### src/rtl/rv_instr_loader_pkg.sv
// Shared RV32I definitions for the instruction loader: opcodes, NOP encoding,
// FSM state type and the immediate range check used by the encoder.
package rv_instr_loader_pkg;

    localparam logic [6:0]  R_TYPE    = 7'h33;
    localparam logic [6:0]  I_TYPE    = 7'h13;
    localparam logic [6:0]  S_TYPE    = 7'h23;
    localparam logic [6:0]  B_TYPE    = 7'h63;
    localparam logic [6:0]  U_TYPE    = 7'h37;
    localparam logic [6:0]  J_TYPE    = 7'h6F;
    localparam logic [31:0] NOP_INSTR = 32'h0000_0013;

    typedef enum logic [1:0] {
        ST_IDLE,
        ST_LOAD,
        ST_DONE
    } state_t;

    // True when imm[31:msb] are all copies of the sign bit, i.e. the value
    // survives truncation to msb+1 bits and re-extension by the decoder.
    function automatic logic sext_fits(input logic [31:0] imm, input int msb);
        logic ok;
        ok = 1'b1;
        for (int i = 0; i < 32; i++) begin
            if (i >= msb && imm[i] != imm[31]) ok = 1'b0;
        end
        return ok;
    endfunction

endpackage

### src/rtl/rv_instr_loader_encode.sv
// Combinational RV32I packer: exact inverse of the decoder's field extraction,
// plus a legality flag for unknown opcodes and out-of-range immediates.
module rv_encode_instr
    import rv_instr_loader_pkg::*;
(
    input  logic [6:0]  opcode_i,
    input  logic [4:0]  rd_i,
    input  logic [4:0]  rs1_i,
    input  logic [4:0]  rs2_i,
    input  logic [2:0]  funct3_i,
    input  logic [6:0]  funct7_i,
    input  logic [31:0] imm_i,
    output logic [31:0] instr_o,
    output logic        legal_o
);

    always_comb begin
        instr_o = NOP_INSTR;
        legal_o = 1'b0;
        case (opcode_i)
            R_TYPE: begin
                instr_o = {funct7_i, rs2_i, rs1_i, funct3_i, rd_i, opcode_i};
                legal_o = 1'b1;
            end
            I_TYPE: begin
                instr_o = {imm_i[11:0], rs1_i, funct3_i, rd_i, opcode_i};
                legal_o = sext_fits(imm_i, 11);
            end
            S_TYPE: begin
                instr_o = {imm_i[11:5], rs2_i, rs1_i, funct3_i, imm_i[4:0], opcode_i};
                legal_o = sext_fits(imm_i, 11);
            end
            B_TYPE: begin
                instr_o = {imm_i[11], imm_i[9:4], rs2_i, rs1_i, funct3_i,
                           imm_i[3:0], imm_i[10], opcode_i};
                legal_o = sext_fits(imm_i, 11);
            end
            U_TYPE: begin
                instr_o = {imm_i[19:0], rd_i, opcode_i};
                legal_o = sext_fits(imm_i, 19);
            end
            J_TYPE: begin
                instr_o = {imm_i[19], imm_i[9:0], imm_i[10], imm_i[18:11], rd_i, opcode_i};
                legal_o = sext_fits(imm_i, 19);
            end
            default: begin
                instr_o = NOP_INSTR;
                legal_o = 1'b0;
            end
        endcase
    end

endmodule

### src/rtl/rv_instr_loader.sv
// IMEM loader: accepts decoded fields, encodes them and writes consecutive words
// through a single output register stage with write backpressure.
module rv_instr_loader
    import rv_instr_loader_pkg::*;
#(
    parameter int ADDR_W = 12,
    parameter int LEN_W  = 10
) (
    input  logic              clk_i,
    input  logic              rst_i,
    input  logic              start_i,
    input  logic [ADDR_W-1:0] base_addr_i,
    input  logic [LEN_W-1:0]  len_i,
    input  logic              in_valid_i,
    output logic              in_ready_o,
    input  logic [6:0]        opcode_i,
    input  logic [4:0]        rd_i,
    input  logic [4:0]        rs1_i,
    input  logic [4:0]        rs2_i,
    input  logic [2:0]        funct3_i,
    input  logic [6:0]        funct7_i,
    input  logic [31:0]       imm_i,
    output logic              mem_we_o,
    output logic [ADDR_W-1:0] mem_addr_o,
    output logic [31:0]       mem_wdata_o,
    input  logic              mem_ready_i,
    output logic              busy_o,
    output logic              done_o,
    output logic              err_o,
    output logic [LEN_W-1:0]  err_cnt_o,
    output logic [ADDR_W-1:0] err_addr_o
);

    state_t            state_q;
    logic [ADDR_W-1:0] addr_q;
    logic [LEN_W-1:0]  remaining_q;
    logic [LEN_W-1:0]  unissued_q;
    logic              vld_p1;
    logic [ADDR_W-1:0] addr_p1;
    logic [31:0]       data_p1;
    logic              err_q;
    logic [LEN_W-1:0]  err_cnt_q;
    logic [ADDR_W-1:0] err_addr_q;

    logic [31:0]       enc_instr_p0;
    logic              enc_legal_p0;
    logic              accept_p0;
    logic              wr_hs;
    logic [ADDR_W-1:0] base_aligned;

    rv_encode_instr u_encode (
        .opcode_i (opcode_i),
        .rd_i     (rd_i),
        .rs1_i    (rs1_i),
        .rs2_i    (rs2_i),
        .funct3_i (funct3_i),
        .funct7_i (funct7_i),
        .imm_i    (imm_i),
        .instr_o  (enc_instr_p0),
        .legal_o  (enc_legal_p0)
    );

    assign base_aligned = base_addr_i & ~ADDR_W'(3);
    assign wr_hs        = vld_p1 && mem_ready_i;
    assign in_ready_o   = (state_q == ST_LOAD) && (unissued_q != '0) && (!vld_p1 || mem_ready_i);
    assign accept_p0    = in_valid_i && in_ready_o;

    // Stage p0 -> p1: accepted item is encoded and captured into the write register
    always_ff @(posedge clk_i or posedge rst_i) begin
        if (rst_i) begin
            state_q     <= ST_IDLE;
            addr_q      <= '0;
            remaining_q <= '0;
            unissued_q  <= '0;
            vld_p1      <= 1'b0;
            addr_p1     <= '0;
            data_p1     <= '0;
            err_q       <= 1'b0;
            err_cnt_q   <= '0;
            err_addr_q  <= '0;
        end else begin
            case (state_q)
                ST_IDLE: begin
                    if (start_i) begin
                        addr_q      <= base_aligned;
                        remaining_q <= len_i;
                        unissued_q  <= len_i;
                        err_q       <= 1'b0;
                        err_cnt_q   <= '0;
                        err_addr_q  <= '0;
                        state_q     <= (len_i == '0) ? ST_DONE : ST_LOAD;
                    end
                end
                ST_LOAD: begin
                    if (accept_p0) begin
                        vld_p1     <= 1'b1;
                        addr_p1    <= addr_q;
                        data_p1    <= enc_legal_p0 ? enc_instr_p0 : NOP_INSTR;
                        addr_q     <= addr_q + ADDR_W'(4);
                        unissued_q <= unissued_q - LEN_W'(1);
                        if (!enc_legal_p0) begin
                            err_q <= 1'b1;
                            if (err_cnt_q != '1) err_cnt_q <= err_cnt_q + LEN_W'(1);
                            if (!err_q) err_addr_q <= addr_q;
                        end
                    end else if (wr_hs) begin
                        vld_p1 <= 1'b0;
                    end
                    if (wr_hs) begin
                        remaining_q <= remaining_q - LEN_W'(1);
                        if (remaining_q == LEN_W'(1)) state_q <= ST_DONE;
                    end
                end
                ST_DONE: begin
                    state_q <= ST_IDLE;
                end
                default: begin
                    state_q <= ST_IDLE;
                end
            endcase
        end
    end

    assign mem_we_o    = vld_p1;
    assign mem_addr_o  = addr_p1;
    assign mem_wdata_o = data_p1;
    assign busy_o      = (state_q == ST_LOAD);
    assign done_o      = (state_q == ST_DONE);
    assign err_o       = err_q;
    assign err_cnt_o   = err_cnt_q;
    assign err_addr_o  = err_addr_q;

endmodule
### config.mk
export PLATFORM = sky130hd
export DESIGN_NAME = rv_instr_loader
export DESIGN_NICKNAME = d
export VERILOG_FILES = /design/src/rtl/rv_instr_loader_pkg.sv /design/src/rtl/rv_instr_loader_encode.sv /design/src/rtl/rv_instr_loader.sv
export SDC_FILE = /design/constraint.sdc
export NUM_CORES = 1
export LEC_CHECK = 0
export BUFFER_PORTS_ARGS = -buffer_cell sky130_fd_sc_hd__buf_2
export CAP_MARGIN = 20
export CORE_MARGIN = 10
export CORE_UTILIZATION = 40
export CTS_CLUSTER_SIZE = 8
export DETAILED_ROUTE_END_ITERATION = 10
export GPL_TIMING_DRIVEN = 0
export PLACE_DENSITY = 0.68
export SLEW_MARGIN = 40
export SYNTH_ARGS = -nofsm -noshare
export SYNTH_HDL_FRONTEND = slang
export SYNTH_SLANG_ARGS = --single-unit
### constraint.sdc
create_clock -name clk_i -period 4.9 [get_ports clk_i]
set_input_delay 1.47 -clock clk_i [delete_from_list [all_inputs] [get_ports clk_i]]
set_output_delay 1.47 -clock clk_i [all_outputs]
set_load 0.05 [all_outputs]
==> results of run 1 <==
==> worst reg2reg max path, stage by stage (launching register included) <==
cell and delay (ns):
dfrtp_1 0.37, buf_6 0.13, nand2b_1 0.27, inv_2 0.25, nand2_1 0.10, a21oi_1 0.28, nand2_1 0.23, nor4_1 0.47
buf_4 0.29, mux2i_1 0.23
==> sequential cells by signal, indices dropped and copies added, names as in the netlist <==
| signal | flops |
|---|---|
| err_cnt_o | 10 |
| mem_wdata_o | 32 |
| unissued_q | 10 |
| mem_addr_o | 10 |
| err_o | 1 |
| remaining_q | 10 |
| state_q | 2 |
| mem_we_o | 1 |
| addr_q | 10 |
| err_addr_o | 10 |
==> power breakdown <==
| group | internal (µW) | total [µW] | switching (µW) |
|---|---|---|---|
| sequential | 1010 | 1200 | 193 |
| clock | 351 | 690 | 339 |
| combinational | 445 | 1570 | 1120 |
==> cell usage after synthesis (9+ instances only) <==
cell	instances
a21oi_1	52
a222oi_1	20
a22o_1	13
a31oi_1	9
buf_2	13
clkbuf_1	13
dfrtp_1	96
inv_1	20
mux2i_1	16
nand2_1	95
nand3_1	23
nor2_1	28
nor3_1	11
nor4_1	10
o21ai_0	48
o22ai_1	10
o31ai_1	16
==> final cells by class <==
cell class                 instances  share of cell area [%]
sequential                        96                    35.8
clock buffer                      10                    3.41
inverter                          21                    1.29
timing repair buffer             155                    11.9
buffer                            43                    3.43
clock inverter                     6                   0.746
multi-input combinational        447                    40.1
tap                              176                    3.28
==> layout by cell type (no fill, tap or decap), types with 4 or more instances in the layout <==
master     instances
dfrtp_1           96
ha_1               5
nor2_1            28
a22o_1            13
o31ai_1           16
nand2_1           95
nor4_1            10
and3_1             5
inv_1             19
a21oi_1           52
clkbuf_1          14
nand2b_1           6
nor3_1            11
or3_1              8
buf_4              8
and2_1             5
a21o_1             4
or4_1              6
conb_1             4
mux2i_1           16
nand4_1            5
a31oi_1            9
buf_2            167
nand3_1           23
o31ai_2            6
clkbuf_16          9
o22ai_1           10
o21ai_0           48
a222oi_1          20
buf_1              6
==> routing by layer <==
metal	part of all wire, %	vias to the layer above
li1	-	2587
met1	42	2758
met2	47	294
met3	9.2	36
met4	2.5	0
met5	0	-
==> worst paths after layout <==
check / startpoint / to
max reg2reg: state_q[1]$_DFFE_PP0P_ / err_addr_o[6]$_DFFE_PP0P_
min: mem_wdata_o[12]$_DFFE_PP0P_ / mem_wdata_o[12]$_DFFE_PP0P_
min reg2reg: mem_wdata_o[12]$_DFFE_PP0P_ / mem_wdata_o[12]$_DFFE_PP0P_
max in group asynchronous: rst_i / err_cnt_o[5]$_DFFE_PP0P_
min in group asynchronous: rst_i / mem_wdata_o[0]$_DFFE_PP0P_
max: mem_ready_i / in_ready_o
==> per-stage QoR <==
step                      total power [µW]  TNS, ns  std cells  util [%]  setup slack [ns]
after CTS                             3470        0        954      50.6              1.05
after global placement                2730   -22.17        937      48.3            -0.237
after detailed placement              2780        0        938      48.5              1.05
final                                 3460        0        954      50.6              1.03
after floorplan                       2290        0        607         -             0.925
after global routing                  3700        0        954      50.6             0.964
==> cells by family (layout without fill, tap and decap cells) <==
kind of cell / count (synthesis) / in the layout / share of synthesized area [%]
simple gates: 223 / 223 / 20.3
compound gates: 198 / 198 / 25.0
fa+ha+maj: 5 / 5 / 1.16
mux: 17 / 17 / 3.18
buf+inv: 64 / 235 / 5.73
flops: 96 / 96 / 44.6
other cells: 1 / 4 / 0.0696
==> impl_metrics.py, run 1 <==
metrics = {
    "floorplanning": {
        "rows": 42,
        "die_h_um": 136,
        "ios": 162,
        "core-area_um2": 13200,
        "fp.dieW_um": 136,
        "start_util_pct": 40.7,
        "dieArea_um2": 18500,
    },
    "place": {
        "gp_congestion": 0.901,
        "dpl_cell_area_um2": 6430,
        "post-dp-hpwl_um": 14300,
        "io_buffers": 154,
    },
    "route": {
        "via_count": 5675,
        "drc": 0,
        "drt_iter0_drc": 732,
        "wire_per_inst_um": 19.5,
        "avgViaCountPerCell": 5.95,
        "drt_pass1_iterations": 8,
        "wl_um": 18600,
        "ant_nets": 0,
    },
    "timing": {
        "hold_slack_ns": 0.479,
        "fin_crit_sh_pct": 79.0,
        "slew_headroom_pct": 51.2,
        "fmax_mhz": 258,
        "min_period_ns": 3.87,
        "maxSlewViolCount": 0,
        "worstMarginPinSlew_ns": 0.726,
        "setup-violations-final": 0,
        "skew_ns": 0.00740,
        "hold_viol": 0,
        "rsz0062_at_grt": "no",
    },
    "logic_synthesis": {
        "synth_cell_types": 62,
        "yosysWarnings": 0,
        "syn_area_per_cell_um2": 8.92,
        "synthFlopType": "dfrtp_1",
        "yosysTopAreaCellShare_pct": 44.6,
        "synth_seq_area_share_pct": 44.6,
        "synth-seq-cells": 96,
        "syn_inst": 604,
        "synthTopCellsByArea": "dfrtp_1 45%, nand2_1 6.6%, a21oi_1 4.8%, o21ai_0 4.5%, a222oi_1 3.7%",
        "synth-edff-count": 0,
        "async_flop_share_pct": 100,
        "yosys.area.top_type": "dfrtp_1",
        "syn_area_um2": 5390,
    },
    "clock_network": {
        "cts_made_buffers": 9,
        "numClockSinks": 96,
        "cts_tree": "done",
        "clkTransAtPathRegs_ns": 0.07,
        "ctsLongestPathBuffers": 2,
        "cts_hold_buf": 0,
        "cts_resized": 0,
        "worst_skew_pair.late_latency_ns": 0.36,
        "root_buffer": "clkbuf_16",
        "post_cts_buffers": 0,
        "cts-htree-levels": 3,
    },
    "worst_setup_path": {
        "crit_path_frequent_cell": "buf_2",
        "crit_chain": "buf_2, nand2b_1, nand2_1, a21oi_1, buf_2",
        "cp_num_buf_inv": 2,
        "cp-end-kind": "output pin",
        "reg2reg_depth": 9,
        "path_class": "in2out",
        "cp_max_fo": 3,
        "cp_num_cells": 5,
        "ff2ff_setup_slack_ns": 2.20,
        "critical_path.top_delay_family": "buffers and inverters",
        "worstPathRequired_ns": 3.43,
        "cp-start-kind": "input port",
        "cp_slowest_stage_delay_ns": 0.33,
        "crit_arrival_ns": 2.40,
        "critical_path.slowest_cell": "buf_2",
    },
    "global_routing": {
        "grtUsageMet2_pct": 32.1,
        "grt.total_usage_pct": 20.1,
        "busiest_layer": "met2",
        "grt_pass1_wl_um": 29900,
        "grt-ovfl-total": 0,
        "grt_max_degree": 57,
        "use_met1_pct": 25.6,
        "gr-usage-met3_pct": 4.69,
        "antenna_found_initial": 0,
        "grt_pass1_vias": 5628,
    },
    "final_layout": {
        "register_area_um2": 2400,
        "multi_input_area_um2": 2690,
        "finalNetCount": 869,
        "syn_to_final_growth_pct": 24.4,
        "drive_gt1_share_pct": 27.6,
        "postLayoutCellArea_um2": 6710,
        "num_antenna_cells": 0,
        "nFillCells": 1317,
    },
    "hold_path": {
        "hp-class": "reg2reg",
        "holdPathStages": 2,
    },
    "pwr": {
        "p_leak_uw": 0.00310,
        "ir_drop_v": 0.000382,
        "power_density_nw_per_um2": 516,
    },
    "flow_run": {
        "drv_cap": 0,
    },
    "outcome": {
        "status": "complete, no violations",
    },
}
Power figures use the tool's default switching activity.
==> inputs of run 2 (changes only) <==
Settings changed: ABC_AREA set to 1, PLACE_DENSITY 0.68 to 0.67.
Clock period 4.9 ns to 4 ns, I/O delays scaled along.
==> impl_metrics.py, run 2 <==
metrics = {
    "outcome": {
        "status": "complete, no violations",
    },
    "route": {
        "drt_pass1_iterations": 5,
        "drc": 0,
        "wire_per_inst_um": 16.2,
        "drt_iter0_drc": 355,
        "avgViaCountPerCell": 5.12,
        "via_count": 5602,
        "wl_um": 17700,
        "ant_nets": 0,
    },
    "flow_run": {
        "drv_cap": 0,
    },
    "logic_synthesis": {
        "syn_inst": 744,
        "yosysWarnings": 0,
        "yosys.area.top_type": "dfrtp_1",
        "synth-seq-cells": 96,
        "async_flop_share_pct": 100,
        "syn_area_um2": 5480,
        "synth-edff-count": 0,
        "ys_top_cells_by_count": "225 x nand2_1, 96 x dfrtp_1, 83 x nor2_1",
        "synth_seq_area_share_pct": 43.9,
        "synthTopCellsByArea": "dfrtp_1 44%, nand2_1 15%, nor2_1 5.7%, inv_1 4.0%, o21ai_0 3.7%",
        "synth_cell_types": 41,
        "yosys.cell_count.top_type": "nand2_1",
        "yosysTopAreaCellShare_pct": 43.9,
        "syn_area_per_cell_um2": 7.36,
        "synthFlopType": "dfrtp_1",
    },
    "timing": {
        "skew_ns": 0.00889,
        "fin_crit_sh_pct": 87.6,
        "slew_headroom_pct": 61.7,
        "hold_slack_ns": 0.467,
        "maxSlewViolCount": 0,
        "setup-violations-final": 0,
        "min_period_ns": 3.50,
        "rsz0062_at_grt": "no",
        "worstMarginPinSlew_ns": 0.574,
        "hold_viol": 0,
        "fmax_mhz": 285,
    },
    "pwr": {
        "ir_drop_v": 0.000278,
        "p_total_uw": 4300,
        "p_leak_uw": 0.00356,
        "power_density_nw_per_um2": 633,
    },
    "final_layout": {
        "largest_reg_flops": 32,
        "layout_commonest_cell": "nand2_1",
        "layout_common_cells": "225 x nand2_1, 165 x buf_2, 96 x dfrtp_1",
        "finalNetCount": 1010,
        "syn_to_final_growth_pct": 24.0,
        "num_antenna_cells": 0,
        "nFillCells": 1372,
        "drive_gt1_share_pct": 23.0,
        "fin_cells": 1094,
    },
    "worst_setup_path": {
        "crit_arrival_ns": 2.30,
        "cp-start-kind": "register",
        "cp-end-kind": "output pin",
        "cp_max_fo": 10,
        "worstPathRequired_ns": 2.80,
        "path_class": "reg2out",
    },
    "clock_network": {
        "cts_hold_buf": 0,
        "cts-htree-levels": 3,
        "numClockSinks": 96,
        "root_buffer": "clkbuf_16",
        "worst_skew_pair.late_latency_ns": 0.36,
        "post_cts_buffers": 0,
        "ctsLongestPathBuffers": 2,
        "cts_resized": 0,
        "clkTransAtPathRegs_ns": 0.06,
        "cts_made_buffers": 9,
        "cts_tree": "done",
    },
    "global_routing": {
        "antenna_found_initial": 1,
        "grt_max_degree": 50,
        "grt_pass1_wl_um": 28600,
        "grt-ovfl-total": 0,
        "grt.total_usage_pct": 19.1,
        "grt_pass1_vias": 5488,
    },
    "floorplanning": {
        "dieArea_um2": 18800,
        "start_util_pct": 41.0,
        "rows": 42,
        "die_h_um": 137,
        "fp.dieW_um": 137,
        "ios": 162,
        "core-area_um2": 13300,
    },
    "place": {
        "io_buffers": 155,
        "gp_congestion": 0.909,
        "post-dp-hpwl_um": 14000,
        "numPlacedInstances": 1079,
    },
    "hold_path": {
        "hp-class": "reg2reg",
    },
}
## run 2: changes by cell type in the layout (fill, tap and decap cells not counted), moves of 11 or more
| cell | previous run | this run |
|---|---|---|
| o21ai_1 | 1 | 22 |
| nand2_1 | 95 | 225 |
| a222oi_1 | 20 | 0 |
| a21oi_1 | 52 | 30 |
| xor2_1 | 0 | 13 |
| inv_1 | 19 | 58 |
| a22o_1 | 13 | 2 |
| o31ai_1 | 16 | 0 |
| nand4_1 | 5 | 28 |
| nor2_1 | 28 | 83 |
| mux2i_1 | 16 | 0 |
## run 2: stage by stage
stage | TNS, ns | utilization (%) | worst slack, ns | cell area (µm²)
finish | 0 | 50.9 | 0.497 | 6790
global route | 0 | 50.9 | 0.397 | 6790
CTS | 0 | 50.9 | 0.474 | 6790
detailed placement | 0 | 48.8 | 0.875 | 6520
global placement | -91.09 | 48.6 | -0.954 | 6480
floorplan | 0 | - | 0.295 | 5490
## run 2: cells by family after synthesis
| kind of cell | after synthesis | synth area share (%) |
|---|---|---|
| DFF | 96 | 43.9 |
| other | 1 | 0.0685 |
| xor gates and xnor gates | 15 | 2.40 |
| adders and majority gates | 5 | 1.14 |
| and+or+nand+nor | 391 | 30.8 |
| buffers and inverters | 95 | 7.08 |
| AOI/OAI and AO/OA | 141 | 14.6 |
## run 2: per-layer routing
metal  global-route usage (%)  part of all wire (%)  vias to the layer above
met1                     24.2                    43                     2584
met4                     7.08                   2.2                        2
li1                         -                     -                     2798
met5                        0                  0.10                        -
met2                     29.5                    46                      190
met3                     6.38                   8.9                       28
## run 2: area by class of cell
class	count	area, µm²	area share, %
sequential	96	2400	35.4
buffer	30	144	2.12
clock inverter	4	30.0	0.442
tap	176	220	3.24
inverter	65	251	3.70
clock buffer	11	243	3.57
multi-input combinational	556	2700	39.7
timing repair buffer	156	803	11.8
## run 2: where the power goes
part / internal (µW) / leakage, µW / switching [µW] / total (µW)
sequential: 1250 / 0.00120 / 212 / 1460
combinational: 563 / 0.00223 / 1450 / 2020
clock: 438 / 0.000132 / 388 / 826
total: 2250 / 0.00356 / 2050 / 4300
## run 2: critical path, stage by stage, from the launching register on
cell	delay, ns
dfrtp_1	0.49
inv_2	0.07
nor2_4	0.19
clkbuf_1	0.45
buf_1	0.40
buf_2	0.35
## run 2: path summary, 6_finish.rpt
kind | endpoint | from | slack [ns] | cells after the start
min reg2reg | err_addr_o[9]$_DFFE_PP0P_ | err_addr_o[9]$_DFFE_PP0P_ | 0.47 | 2
max reg2reg | mem_addr_o[2]$_DFFE_PP0P_ | unissued_q[0]$_DFFE_PP0P_ | 1.90 | 8
min in group asynchronous | mem_wdata_o[9]$_DFFE_PP0P_ | rst_i | 0.84 | 2
max | busy_o | state_q[0]$_DFFE_PP0P_ | 0.50 | 5
max in group asynchronous | mem_addr_o[5]$_DFFE_PP0P_ | rst_i | 2.61 | 3
min | err_addr_o[9]$_DFFE_PP0P_ | err_addr_o[9]$_DFFE_PP0P_ | 0.47 | 2
==> inputs of run 3 (changes only) <==
Settings changed: BUFFER_PORTS_ARGS -buffer_cell sky130_fd_sc_hd__buf_2 to not set, DONT_BUFFER_PORTS set to 1, PLACE_DENSITY 0.67 to 0.57.
==> impl_metrics.py, run 3 (same netlist as run 2, synthesis figures left out) <==
metrics = {
    "outcome": {
        "status": "complete, no violations",
    },
    "route": {
        "met3_length_um": 2190,
        "wl_met2_um": 8910,
        "wl_um": 18200,
        "avgViaCountPerCell": 5.46,
        "drt_iter0_drc": 383,
        "wl_met1_um": 6680,
        "wire_per_inst_um": 19.3,
        "via_count": 5124,
        "drc": 0,
        "routed.top_layer": "met4",
        "ant_nets": 0,
        "drt_pass1_iterations": 5,
    },
    "worst_setup_path": {
        "worstPathRequired_ns": 2.80,
        "crit_arrival_ns": 2.14,
        "reg2reg_depth": 9,
        "cp-end-kind": "output pin",
        "critical_path.slowest_cell": "dfrtp_1",
        "cp_slowest_stage_delay_ns": 0.52,
        "cp_max_fo": 10,
        "path_class": "reg2out",
        "reg2reg_from": "unissued_q[0]$_DFFE_PP0P_",
        "worstReg2RegEnd": "mem_wdata_o[9]$_DFFE_PP0P_",
        "crit_chain": "inv_2, nor2_4, clkbuf_1, buf_2",
        "ff2ff_setup_slack_ns": 1.79,
        "cp-start-kind": "register",
    },
    "floorplanning": {
        "dieArea_um2": 18800,
        "core-area_um2": 13300,
        "die_h_um": 137,
        "ios": 162,
        "start_util_pct": 41.0,
        "rows": 42,
        "fp.dieW_um": 137,
    },
    "final_layout": {
        "final_util_pct": 45.4,
        "syn_to_final_growth_pct": 10.6,
        "postLayoutCellArea_um2": 6060,
        "largest_reg_flops": 32,
        "fin_cells": 939,
        "drive_gt1_share_pct": 7.60,
        "layout_commonest_cell": "nand2_1",
        "finalNetCount": 855,
        "num_antenna_cells": 0,
        "layout_common_cells": "225 x nand2_1, 96 x dfrtp_1, 82 x nor2_1",
    },
    "global_routing": {
        "antenna_found_initial": 0,
        "grt_pass1_vias": 5092,
        "grt-ovfl-total": 0,
        "grt_max_degree": 53,
        "grt_pass1_wl_um": 28000,
        "grt.total_usage_pct": 19.3,
    },
    "clock_network": {
        "clkTransAtPathRegs_ns": 0.07,
        "root_buffer": "clkbuf_16",
        "worst_skew_pair.late_latency_ns": 0.35,
        "cts_made_buffers": 9,
        "post_cts_buffers": 0,
        "cts_tree": "done",
        "cts_hold_buf": 0,
        "ctsLongestPathBuffers": 2,
        "cts_resized": 0,
        "numClockSinks": 96,
        "cts-htree-levels": 3,
    },
    "pwr": {
        "ir_drop_v": 0.000264,
        "p_leak_uw": 0.00290,
        "power_density_nw_per_um2": 698,
    },
    "hold_path": {
        "holdCritStartpoint": "remaining_q[7]$_DFFE_PP0P_",
        "holdPathStages": 1,
        "min_to": "remaining_q[7]$_DFFE_PP0P_",
        "hp-class": "reg2reg",
    },
    "place": {
        "numPlacedInstances": 924,
        "dpl_cell_area_um2": 5750,
        "post-dp-hpwl_um": 14300,
        "io_buffers": 0,
        "gp_congestion": 0.870,
    },
    "timing": {
        "setup-violations-final": 0,
        "maxSlewViolCount": 0,
        "slew_headroom_pct": 59.0,
        "fmax_mhz": 299,
        "skew_ns": 0.00716,
        "fin_crit_sh_pct": 83.6,
        "worstMarginPinSlew_ns": 0.614,
        "min_period_ns": 3.34,
        "hold_viol": 0,
        "rsz0062_at_grt": "no",
    },
    "flow_run": {
        "drv_cap": 0,
    },
}
-- run 3: worst max path at each step --
| stage | from | to | cells past startpoint | slack [ns] |
|---|---|---|---|---|
| 3_5_place_dp | mem_ready_i | in_ready_o | 4 | 0.94 |
| 5_1_grt | state_q[0]$_DFFE_PP0P_ | busy_o | 4 | 0.53 |
| 2_1_floorplan | rst_i | addr_q[10]$_DFFE_PP0P_ | 1 | 0.29 |
| 3_3_place_gp | rst_i | err_cnt_o[6]$_DFFE_PP0P_ | 1 | -0.95 |
| 6_report | state_q[0]$_DFFE_PP0P_ | busy_o | 4 | 0.66 |
| 4_1_cts | state_q[0]$_DFFE_PP0P_ | busy_o | 4 | 0.65 |
-- run 3: layout make-up --
class	count	area, µm²
Multi-Input combinational cell	556	2700
Tap cell	176	220
Clock inverter	5	82.6
Inverter	65	251
Buffer	30	145
Fill cell	1395	7290
Clock buffer	10	229
Sequential cell	96	2400
Timing Repair Buffer	1	27.5
-- run 3: worst max-delay path, delay by kind of cell, from the launching register on --
family / cells / cell delay (ns)
buffers and inverters: 3 / 1.06
DFF: 1 / 0.52
and+or+nand+nor: 1 / 0.20
-- run 3: power by group --
| group | total [µW] | switching (µW) | leakage, µW | internal, µW |
|---|---|---|---|---|
| registers | 1940 | 701 | 0.00120 | 1240 |
| logic | 1370 | 922 | 0.00156 | 446 |
| clock network | 923 | 379 | 0.000141 | 545 |
| total | 4230 | 2000 | 0.00290 | 2230 |
-- run 3: layer usage --
metal  vias up  global-route usage (%)
li1       2481                       -
met1      2391                    21.2
met2       218                    32.3
met3        34                    8.54
met4         0                    6.67
met5         -                       0
-- run 3: metrics by stage --
stage / setup WS (ns) / total power, µW / setup TNS (ns) / hold slack (ns)
after detailed placement: 0.941 / 3330 / 0 / 0.477
after floorplan: 0.295 / 2930 / 0 / 0.450
after global placement: -0.947 / 3280 / -90.35 / 0.471
final: 0.657 / 4230 / 0 / 0.492
after global routing: 0.527 / 4530 / 0 / 0.532
after CTS: 0.650 / 4270 / 0 / 0.493
